--- config.mk ---
export PLATFORM = sky130hd
export DESIGN_NAME = mem_ctrl_flat
export DESIGN_NICKNAME = d
export VERILOG_FILES = /design/src/rtl/mct_pkg.sv /design/src/rtl/mct_if.sv /design/src/rtl/mct_arb.sv /design/src/rtl/mem_ctrl.sv /design/src/flat_wrapper.sv
export SDC_FILE = /design/constraint.sdc
export NUM_CORES = 1
export LEC_CHECK = 0
export BUFFER_PORTS_ARGS = -buffer_cell sky130_fd_sc_hd__buf_2
export CELL_PAD_IN_SITES_DETAIL_PLACEMENT = 0
export CELL_PAD_IN_SITES_GLOBAL_PLACEMENT = 1
export CORE_UTILIZATION = 30
export CTS_CLUSTER_SIZE = 10
export DETAILED_ROUTE_END_ITERATION = 8
export HOLD_SLACK_MARGIN = 0.02
export PLACE_DENSITY_LB_ADDON = 0.2
export SLEW_MARGIN = 20
export SYNTH_ARGS = -nofsm -noshare
export SYNTH_HDL_FRONTEND = slang
export SYNTH_SLANG_ARGS = --single-unit
--- constraint.sdc ---
create_clock -name clk -period 5.5 [get_ports clk]
set_clock_uncertainty 0.2 [all_clocks]
set_input_delay 0.55 -clock clk [delete_from_list [all_inputs] [get_ports clk]]
set_output_delay 0.55 -clock clk [all_outputs]
set_load 0.03 [all_outputs]
--- src/rtl/mct_pkg.sv ---
// Shared types and constants for the byte-serial memory controller.
package mct_pkg;

    typedef enum logic [1:0] {
        ST_IDLE = 2'd0,
        ST_BUSY = 2'd1,
        ST_DONE = 2'd2
    } mct_state_e;

    typedef enum logic {
        GNT_IF = 1'b0,
        GNT_MM = 1'b1
    } mct_gnt_e;

    localparam logic [1:0] CU_B = 2'd0;
    localparam logic [1:0] CU_H = 2'd1;
    localparam logic [1:0] CU_W = 2'd3;

    function automatic logic [7:0] byte_sel(input logic [31:0] w, input logic [1:0] idx);
        logic [7:0] b;
        case (idx)
            2'd0:    b = w[7:0];
            2'd1:    b = w[15:8];
            2'd2:    b = w[23:16];
            default: b = w[31:24];
        endcase
        return b;
    endfunction

endpackage

--- src/rtl/mct_if.sv ---
// Bundle of the IF/MM request ports and the byte-wide RAM port around mem_ctrl.
// Handshake: a requester raises e with stable address/data and holds it until its
// ok pulse; ok is high for exactly one cycle and the requester drops e in that cycle.
interface mct_if;
    logic        if_mct_e;
    logic [31:0] if_mct_a;
    logic [31:0] if_mct_n_o;
    logic        if_mct_ok;

    logic        mm_mct_e;
    logic [31:0] mm_mct_a;
    logic        mm_mct_wr;
    logic [1:0]  mm_mct_cu;
    logic [31:0] mm_mct_n_i;
    logic [31:0] mm_mct_n_o;
    logic        mm_mct_ok;

    logic [31:0] ram_a;
    logic        ram_wr;
    logic [7:0]  ram_dout;
    logic [7:0]  ram_din;

    modport slave (
        input  if_mct_e, if_mct_a,
        output if_mct_n_o, if_mct_ok,
        input  mm_mct_e, mm_mct_a, mm_mct_wr, mm_mct_cu, mm_mct_n_i,
        output mm_mct_n_o, mm_mct_ok,
        output ram_a, ram_wr, ram_dout,
        input  ram_din
    );

    modport master (
        output if_mct_e, if_mct_a,
        input  if_mct_n_o, if_mct_ok,
        output mm_mct_e, mm_mct_a, mm_mct_wr, mm_mct_cu, mm_mct_n_i,
        input  mm_mct_n_o, mm_mct_ok,
        input  ram_a, ram_wr, ram_dout,
        output ram_din
    );
endinterface

--- src/rtl/mct_arb.sv ---
// Fixed-priority grant between MM and IF; only meaningful while the controller is idle.
import mct_pkg::*;

module mct_arb (
    input  logic     en,
    input  logic     mm_e,
    input  logic     if_e,
    output logic     grant,
    output mct_gnt_e gnt
);
    assign grant = en & (mm_e | if_e);
    assign gnt   = mm_e ? GNT_MM : GNT_IF;
endmodule

--- src/rtl/mem_ctrl.sv ---
// Shares one byte-wide synchronous RAM port between instruction fetch and the memory stage,
// running one 1-4 byte transaction at a time and assembling little-endian read words.
import mct_pkg::*;

module mem_ctrl (
    input  logic       clk,
    input  logic       rst,
    mct_if.slave       bus,
    output mct_state_e dbg_state
);
    mct_state_e  state;
    mct_gnt_e    gnt;
    logic [1:0]  cnt;
    logic [1:0]  last;
    logic [31:0] base;
    logic        wr;
    logic [31:0] data;
    logic [31:0] rd_buf;
    logic [31:0] ram_a_r;
    logic        ram_wr_r;
    logic [7:0]  ram_dout_r;
    logic        ok_if_r;
    logic        ok_mm_r;

    logic        grant;
    mct_gnt_e    gnt_w;
    logic [31:0] sel_a;
    logic        sel_wr;
    logic [1:0]  sel_cu;
    logic [31:0] sel_d;
    logic [1:0]  cnt_nx;
    logic [1:0]  cnt_prev;

    mct_arb u_arb (
        .en   (state == ST_IDLE),
        .mm_e (bus.mm_mct_e),
        .if_e (bus.if_mct_e),
        .grant(grant),
        .gnt  (gnt_w)
    );

    // IF is always a 4-byte fetch with no store data.
    always_comb begin
        sel_a  = bus.if_mct_a;
        sel_wr = 1'b0;
        sel_cu = CU_W;
        sel_d  = 32'd0;
        if (gnt_w == GNT_MM) begin
            sel_a  = bus.mm_mct_a;
            sel_wr = bus.mm_mct_wr;
            sel_cu = bus.mm_mct_cu;
            sel_d  = bus.mm_mct_n_i;
        end
    end

    assign cnt_nx   = cnt + 2'd1;
    assign cnt_prev = cnt - 2'd1;

    always_ff @(posedge clk or posedge rst) begin
        if (rst) begin
            state      <= ST_IDLE;
            gnt        <= GNT_IF;
            cnt        <= 2'd0;
            last       <= 2'd0;
            base       <= 32'd0;
            wr         <= 1'b0;
            data       <= 32'd0;
            rd_buf     <= 32'd0;
            ram_a_r    <= 32'd0;
            ram_wr_r   <= 1'b0;
            ram_dout_r <= 8'd0;
            ok_if_r    <= 1'b0;
            ok_mm_r    <= 1'b0;
        end else begin
            case (state)
                ST_IDLE: begin
                    if (grant) begin
                        gnt        <= gnt_w;
                        base       <= sel_a;
                        wr         <= sel_wr;
                        last       <= sel_cu;
                        data       <= sel_d;
                        cnt        <= 2'd0;
                        ram_a_r    <= sel_a;
                        ram_wr_r   <= sel_wr;
                        ram_dout_r <= sel_wr ? sel_d[7:0] : 8'd0;
                        state      <= ST_BUSY;
                    end
                end
                ST_BUSY: begin
                    // Byte cnt-1 was addressed last cycle and is on ram_din now.
                    if (!wr && cnt != 2'd0)
                        rd_buf[{cnt_prev, 3'b000} +: 8] <= bus.ram_din;
                    if (cnt == last) begin
                        ram_a_r    <= 32'd0;
                        ram_wr_r   <= 1'b0;
                        ram_dout_r <= 8'd0;
                        ok_mm_r    <= (gnt == GNT_MM);
                        ok_if_r    <= (gnt == GNT_IF);
                        state      <= ST_DONE;
                    end else begin
                        cnt        <= cnt_nx;
                        ram_a_r    <= base + {30'd0, cnt_nx};
                        ram_dout_r <= wr ? byte_sel(data, cnt_nx) : 8'd0;
                    end
                end
                ST_DONE: begin
                    ok_mm_r <= 1'b0;
                    ok_if_r <= 1'b0;
                    cnt     <= 2'd0;
                    state   <= ST_IDLE;
                end
                default: state <= ST_IDLE;
            endcase
        end
    end

    assign bus.ram_a      = ram_a_r;
    assign bus.ram_wr     = ram_wr_r;
    assign bus.ram_dout   = ram_dout_r;
    assign bus.mm_mct_ok  = ok_mm_r;
    assign bus.if_mct_ok  = ok_if_r;
    assign bus.mm_mct_n_o = rd_buf;
    // The final fetched byte is never buffered; it is forwarded straight from the RAM.
    assign bus.if_mct_n_o = ok_if_r ? {bus.ram_din, rd_buf[23:0]} : 32'd0;
    assign dbg_state      = state;
endmodule

--- src/flat_wrapper.sv ---
// flat-port wrapper written by rule: the top's interface ports become plain ports
module mem_ctrl_flat 
  (clk, rst, dbg_state, bus_if_mct_e, bus_if_mct_a, bus_if_mct_n_o, bus_if_mct_ok, bus_mm_mct_e, bus_mm_mct_a, bus_mm_mct_wr, bus_mm_mct_cu, bus_mm_mct_n_i, bus_mm_mct_n_o, bus_mm_mct_ok, bus_ram_a, bus_ram_wr, bus_ram_dout, bus_ram_din);
  mct_if bus_i ();
  input  logic clk;
  input  logic rst;
  output mct_state_e dbg_state;
  input wire logic [$bits(bus_i.if_mct_e)-1:0] bus_if_mct_e;
  input wire logic [$bits(bus_i.if_mct_a)-1:0] bus_if_mct_a;
  output wire logic [$bits(bus_i.if_mct_n_o)-1:0] bus_if_mct_n_o;
  output wire logic [$bits(bus_i.if_mct_ok)-1:0] bus_if_mct_ok;
  input wire logic [$bits(bus_i.mm_mct_e)-1:0] bus_mm_mct_e;
  input wire logic [$bits(bus_i.mm_mct_a)-1:0] bus_mm_mct_a;
  input wire logic [$bits(bus_i.mm_mct_wr)-1:0] bus_mm_mct_wr;
  input wire logic [$bits(bus_i.mm_mct_cu)-1:0] bus_mm_mct_cu;
  input wire logic [$bits(bus_i.mm_mct_n_i)-1:0] bus_mm_mct_n_i;
  output wire logic [$bits(bus_i.mm_mct_n_o)-1:0] bus_mm_mct_n_o;
  output wire logic [$bits(bus_i.mm_mct_ok)-1:0] bus_mm_mct_ok;
  output wire logic [$bits(bus_i.ram_a)-1:0] bus_ram_a;
  output wire logic [$bits(bus_i.ram_wr)-1:0] bus_ram_wr;
  output wire logic [$bits(bus_i.ram_dout)-1:0] bus_ram_dout;
  input wire logic [$bits(bus_i.ram_din)-1:0] bus_ram_din;
  assign bus_i.if_mct_e = bus_if_mct_e;
  assign bus_i.if_mct_a = bus_if_mct_a;
  assign bus_if_mct_n_o = bus_i.if_mct_n_o;
  assign bus_if_mct_ok = bus_i.if_mct_ok;
  assign bus_i.mm_mct_e = bus_mm_mct_e;
  assign bus_i.mm_mct_a = bus_mm_mct_a;
  assign bus_i.mm_mct_wr = bus_mm_mct_wr;
  assign bus_i.mm_mct_cu = bus_mm_mct_cu;
  assign bus_i.mm_mct_n_i = bus_mm_mct_n_i;
  assign bus_mm_mct_n_o = bus_i.mm_mct_n_o;
  assign bus_mm_mct_ok = bus_i.mm_mct_ok;
  assign bus_ram_a = bus_i.ram_a;
  assign bus_ram_wr = bus_i.ram_wr;
  assign bus_ram_dout = bus_i.ram_dout;
  assign bus_i.ram_din = bus_ram_din;
  mem_ctrl u_core (.clk(clk), .rst(rst), .bus(bus_i), .dbg_state(dbg_state));
endmodule
After elaboration in Yosys (flattened, before gate mapping). Index checks and enable logic that the tools add are counted.

Flip-flop bits (word level): 147. Output and inout bits: 109. Word-level logic and storage cells: 74.

Add/sub/neg operators: 4. Equal/unequal tests: 8. Shifts and indexed selects: 2. Mux-type cells: 29. Bitwise gates (word level): 3. Reductions and logical operators: 15.

Operators with widths (count): 2-to-1 mux 32 bit (5); one-hot mux 32 bit (2 select lines) (1); adder 32 x 2 -> 32 bit (1); bitwise mux 32 bit (1); 2-to-1 mux 8 bit (4); variable shift 8 x 7 -> 32 bit (first input constant) (1); indexed part select 8 x 7 -> 32 bit (1); one-hot mux 8 bit (3 select lines) (1); one-hot mux 8 bit (2 select lines) (1); 2-to-1 mux 2 bit (5); AND reduction 2 bit (5); negation 5 -> 7 bit (1); 2-to-1 mux 1 bit (6); one-hot mux 1 bit (2 select lines) (3); one-hot mux 2 bit (3 select lines) (1); AND reduction 3 bit (2); nonzero test 2 bit (3); equality test 2 x 1 -> 1 bit (second input constant) (2); equality test 2 bit (second input constant) (2); logical NOT 2 bit (2); != test 2 x 1 -> 1 bit (second input constant) (2); one-hot mux 2 bit (2 select lines) (1); nonzero test 3 bit (1); adder 2 x 1 -> 2 bit (second input constant) (1); 8 further kinds (8).

Logic depth before layout (Yosys ltp).
Word-level depth: 6. Gate-level depth with buffers: 11. Gate-level depth less buffers: 9.

Modules after synthesis. A second synthesis with hierarchy kept.

Cells, all modules: 796. Area, all modules: 7298.2 µm².

By module, submodules not included: mem_ctrl (times used 1, cells each 794, area each 7283.2 µm², seq. area each 3678.5 µm²); mct_arb (times used 1, cells each 2, area each 15.0 µm², seq. area each 0.0 µm²).

Worst setup path after synthesis. No wires, ideal clock.

Kind: register to register. Start point: register u_core.cnt[0]. End point: register u_core.ram_a_r[12] (netlist: u_core.bus.ram_a[12]). Library setup time: 0.121 ns. Data arrival time: 2.591 ns. Path slack: 2.588 ns. Cell stages (with the launch flop): 12. Clock period less this slack: 2.912 ns. Cell sequence: dfrtp_1 > buf_2 > inv_1 > ha_1 > inv_1 > fa_1 > and4b_1 > buf_1 > nand3_1 > xnor2_1 > a22oi_1 > nor2_1.

Word-level cells in the longest chain between the ends: 4. Elaborated cells on any way between the ends: 5.

Ends and longest elaborated chain: start: declaration (line mem_ctrl.sv:13) `logic [1:0] cnt;`; start signal: assignment (line mem_ctrl.sv:102) `cnt <= cnt_nx;`; adder 2 x 1 -> 2 bit (line mem_ctrl.sv:56) `assign cnt_nx = cnt + 2'd1;`; adder 32 x 2 -> 32 bit (line mem_ctrl.sv:103) `ram_a_r <= base + {30'd0, cnt_nx};`; 2-to-1 mux 32 bit (*) (line mem_ctrl.sv:94) `if (cnt == last) begin`; one-hot mux 32 bit (2 select lines) (*) (line mem_ctrl.sv:75) `case (state)`; end signal: assignment (line mem_ctrl.sv:84) `ram_a_r <= sel_a;`; end signal: assignment (line mem_ctrl.sv:103); end: declaration (line mem_ctrl.sv:19) `logic [31:0] ram_a_r;`.

Mark *: on every way between the ends. The rest lies on a longest branch, timed or not. A chain may end at the register's enable or synchronous reset.

Worst setup path after layout.
Start point: register u_core.cnt[0]. End point: register u_core.ram_a_r[8] (netlist: u_core.bus.ram_a[8]).

Same word-level chain as after synthesis.

==> flow_summary_export.csv <==
group,metric,value,unit
pwr,p_seq_share,33.9,%
timing,fin_ws,1970,ps
die,core,23800,µm²
clocking,clock_sinks,147,
clocking,cts.clk_slew.worst_paths,60,ps
timing,tightest_slew,997,ps
route,wl,22200,µm
route,vias,6210,
clocking,cts_root_buf,"clkbuf_16",
timing,setup_tns,0,ps
worst_setup_path,cp_cell_sequence,"inv_1, ha_1, inv_1, fa_1, and4b_1, nand4_1, xor2_1, nor2_1, o32a_1",
clocking,cts_tree,"built",
timing,finalCritPeriodShare,64.2,%
pwr,leakage,0.00444,µW
synth,synth_cell_type_count,57,
clocking,hold_buffers,0,
pwr,intPower,3260,µW
timing,slew_violations,0,
clocking,clock_latency,430,ps
synth,ys_ff_latch,147,
timing,slew_headroom,33.5,%
final_layout,areaGrowthSynthToFinish,25.3,%
pwr,p_per_area,672,nW/µm²
worst_setup_path,path_buf_inv,2,
clocking,ctsLongestPathBuffers,2,
worst_setup_path,crit_top_cell,"inv_1",
route,detail-route-antenna-nets,0,
synth,syn_avg_cell_area,9.81,µm²
die,initial_core_util,31.0,%
worst_setup_path,crit_path_end_kind,"flop",
worst_setup_path,cp.required,5610,ps
route,dr.pass1.iters,7,
synth,yosysMostFrequentCell,"dfrtp_1",
synth,syn_inst,751,
synth,synth_warnings,0,
synth,synth_edf_count,0,
die,die_y,159,µm
worst_setup_path,startpoint_type,"flop",
timing,rsz0062_at_grt,"false",
synth,syn_nets,872,
global_route,grtUsageTotal,17.8,%
clocking,htree_levels,4,
timing,worst_hold_slack,133,ps
synth,ys.flop_type,"dfrtp_1",
pwr,switchingPower,2950,µW
synth,synthTopCellsByCount,"dfrtp_1 (147), nand2_1 (118), o21ai_0 (63)",
die,die_area,25200,µm²
timing,period_needed,3530,ps
worst_setup_path,cpMaxStageDelayCell,"and4b_1",
clocking,cts.repair.resized,0,
die,fp-row-count,56,
route,vias_per_cell,4.89,
clocking,postCtsSetupBuffers,0,
pwr,combPwrFrac,48.7,%
synth,yosysTopAreaCell,"dfrtp_1",
outcome,status,"complete, no violations",
pwr,p_sw_share,47.5,%
synth,synthTopCellsByArea,"dfrtp_1 (50%), nand2_1 (6.0%), mux2i_1 (4.3%)",
global_route,grt_max_degree,103,
pwr,power_frac_clock,17.5,%
timing,max_freq,283,MHz
pwr,vdd_drop_max,0.000233,V
clocking,numCtsBuffers,17,
placed_design,gp_congestion,0.727,
worst_setup_path,arrival,3640,ps
run,drv_cap,0,
die,io_pins,220,
synth,synthArstFlopShare,100,%
route,drt_iter0_drc,361,
worst_setup_path,cpLargestDelayFamily,"simple AND/OR/NAND/NOR gates",
route,wire_per_inst,17.5,µm
synth,yosysTopAreaCellShare,49.9,%
placed_design,io_buffers,219,
route,remaining_drc_errors,0,
final_layout,insertedDiodeCount,0,
final_layout,drive_gt1_share,29.1,%
placed_design,hpwl,15100,µm
synth,netlist_area,7370,µm²
global_route,overflow,0,
global_route,grt_pass1_wl,35100,µm
timing,setup_viol_count_final,0,
worst_setup_path,worstPathMaxFanout,13,
final_layout,nets,1061,
worst_setup_path,path_class,"flop to flop",
global_route,grt_pass1_vias,6059,
worst_setup_path,slowest_delay,700,ps
min_path,hp-class,"input port to flop",
global_route,antenna_found_initial,2,
die,dieWidth,159,µm
timing,hold_viol,0,
synth,seq_area_frac_synth,49.9,%
placed_design,dp_slack,1960,ps
[cells in the final DEF (no fill, tap or decap), types with 9 or more instances in the layout]
cell	synthesis	final
o21ai_0	63	63
nor2_1	54	53
nand3_1	22	22
and2_1	34	34
dfrtp_1	147	147
ha_1	9	9
a22o_1	34	34
xor2_1	13	13
buf_2	10	219
o21a_1	11	11
o221ai_1	10	10
clkbuf_16	0	17
xnor2_1	17	17
mux2i_1	32	32
nand4_1	11	11
a21oi_1	25	25
nand2_1	118	117
inv_1	12	11
[through the flow]
step | total power (µW) | instance area (µm²) | utilization (%) | cells
after global routing | 6660 | 9240 | 38.9 | 1270
after floorplan | 4210 | 7370 | - | 751
final | 6200 | 9240 | 38.9 | 1270
after global placement | 5150 | 8700 | 36.6 | 1240
after CTS | 6280 | 9240 | 38.9 | 1270
after detailed placement | 5170 | 8700 | 36.6 | 1240
[worst paths after layout]
kind / from / to / slack, ps / depth (start not counted)
max in group asynchronous: rst / u_core.bus.mm_mct_ok / 3730 / 3
worst min register to register: u_core.gnt / u_core.bus.if_mct_ok / 260 / 1
worst max-delay path: u_core.cnt[0] / u_core.bus.ram_a[8] / 1970 / 9
min in group asynchronous: rst / u_core.bus.mm_mct_n_o[17] / 150 / 2
worst min-delay path: bus_mm_mct_cu[0] / u_core.last[0] / 130 / 2
worst max register to register: u_core.cnt[0] / u_core.bus.ram_a[8] / 1970 / 9
[state kept, by name, summed over array words and instances, names as in the netlist]
register	flops
u_core.bus.mm_mct_n_o	32
u_core.last	2
u_core.data	32
u_core.wr	1
u_core.bus.ram_a	32
u_core.bus.ram_wr	1
u_core.cnt	2
u_core.bus.if_mct_ok	1
u_core.bus.mm_mct_ok	1
u_core.dbg_state	2
u_core.gnt	1
u_core.bus.ram_dout	8
u_core.base	32
[power by group through the flow]
stage	clock, µW	combinational (µW)	sequential, µW
6_report	1080	3020	2100
5_1_grt	1160	3330	2180
4_1_cts	1110	3060	2110
3_5_place_dp	0	3050	2120
3_3_place_gp	0	3020	2120
2_1_floorplan	0	1750	2460
[layer usage]
layer	wire (µm)	vias up	GRT usage (%)
li1	-	3045	-
met1	10800	2975	24.7
met2	10300	174	28.0
met3	959	12	4.26
met4	129	4	3.53
met5	25	-	0
[cell type report]
cell class / count / area, µm²
Clock buffer: 19 / 443
Clock inverter: 11 / 90.1
Fill cell: 2399 / 14500
Inverter: 12 / 50.0
Multi-Input combinational cell: 535 / 3420
Sequential cell: 147 / 3680
Tap cell: 319 / 399
Timing Repair Buffer: 227 / 1160
[cell families (layout without fill, tap and decap cells)]
logic type	Yosys count	count (layout)	share of synthesized area, %
AND/OR/NAND/NOR	277	277	18.9
AO/OA/AOI/OAI	186	186	17.6
flip-flops	147	147	49.9
buffers and inverters	69	269	3.89
multiplexers	32	32	4.35
XOR/XNOR	30	30	3.57
adder cells (fa/ha/maj)	10	10	1.80
(Power assumes the default switching activity.)
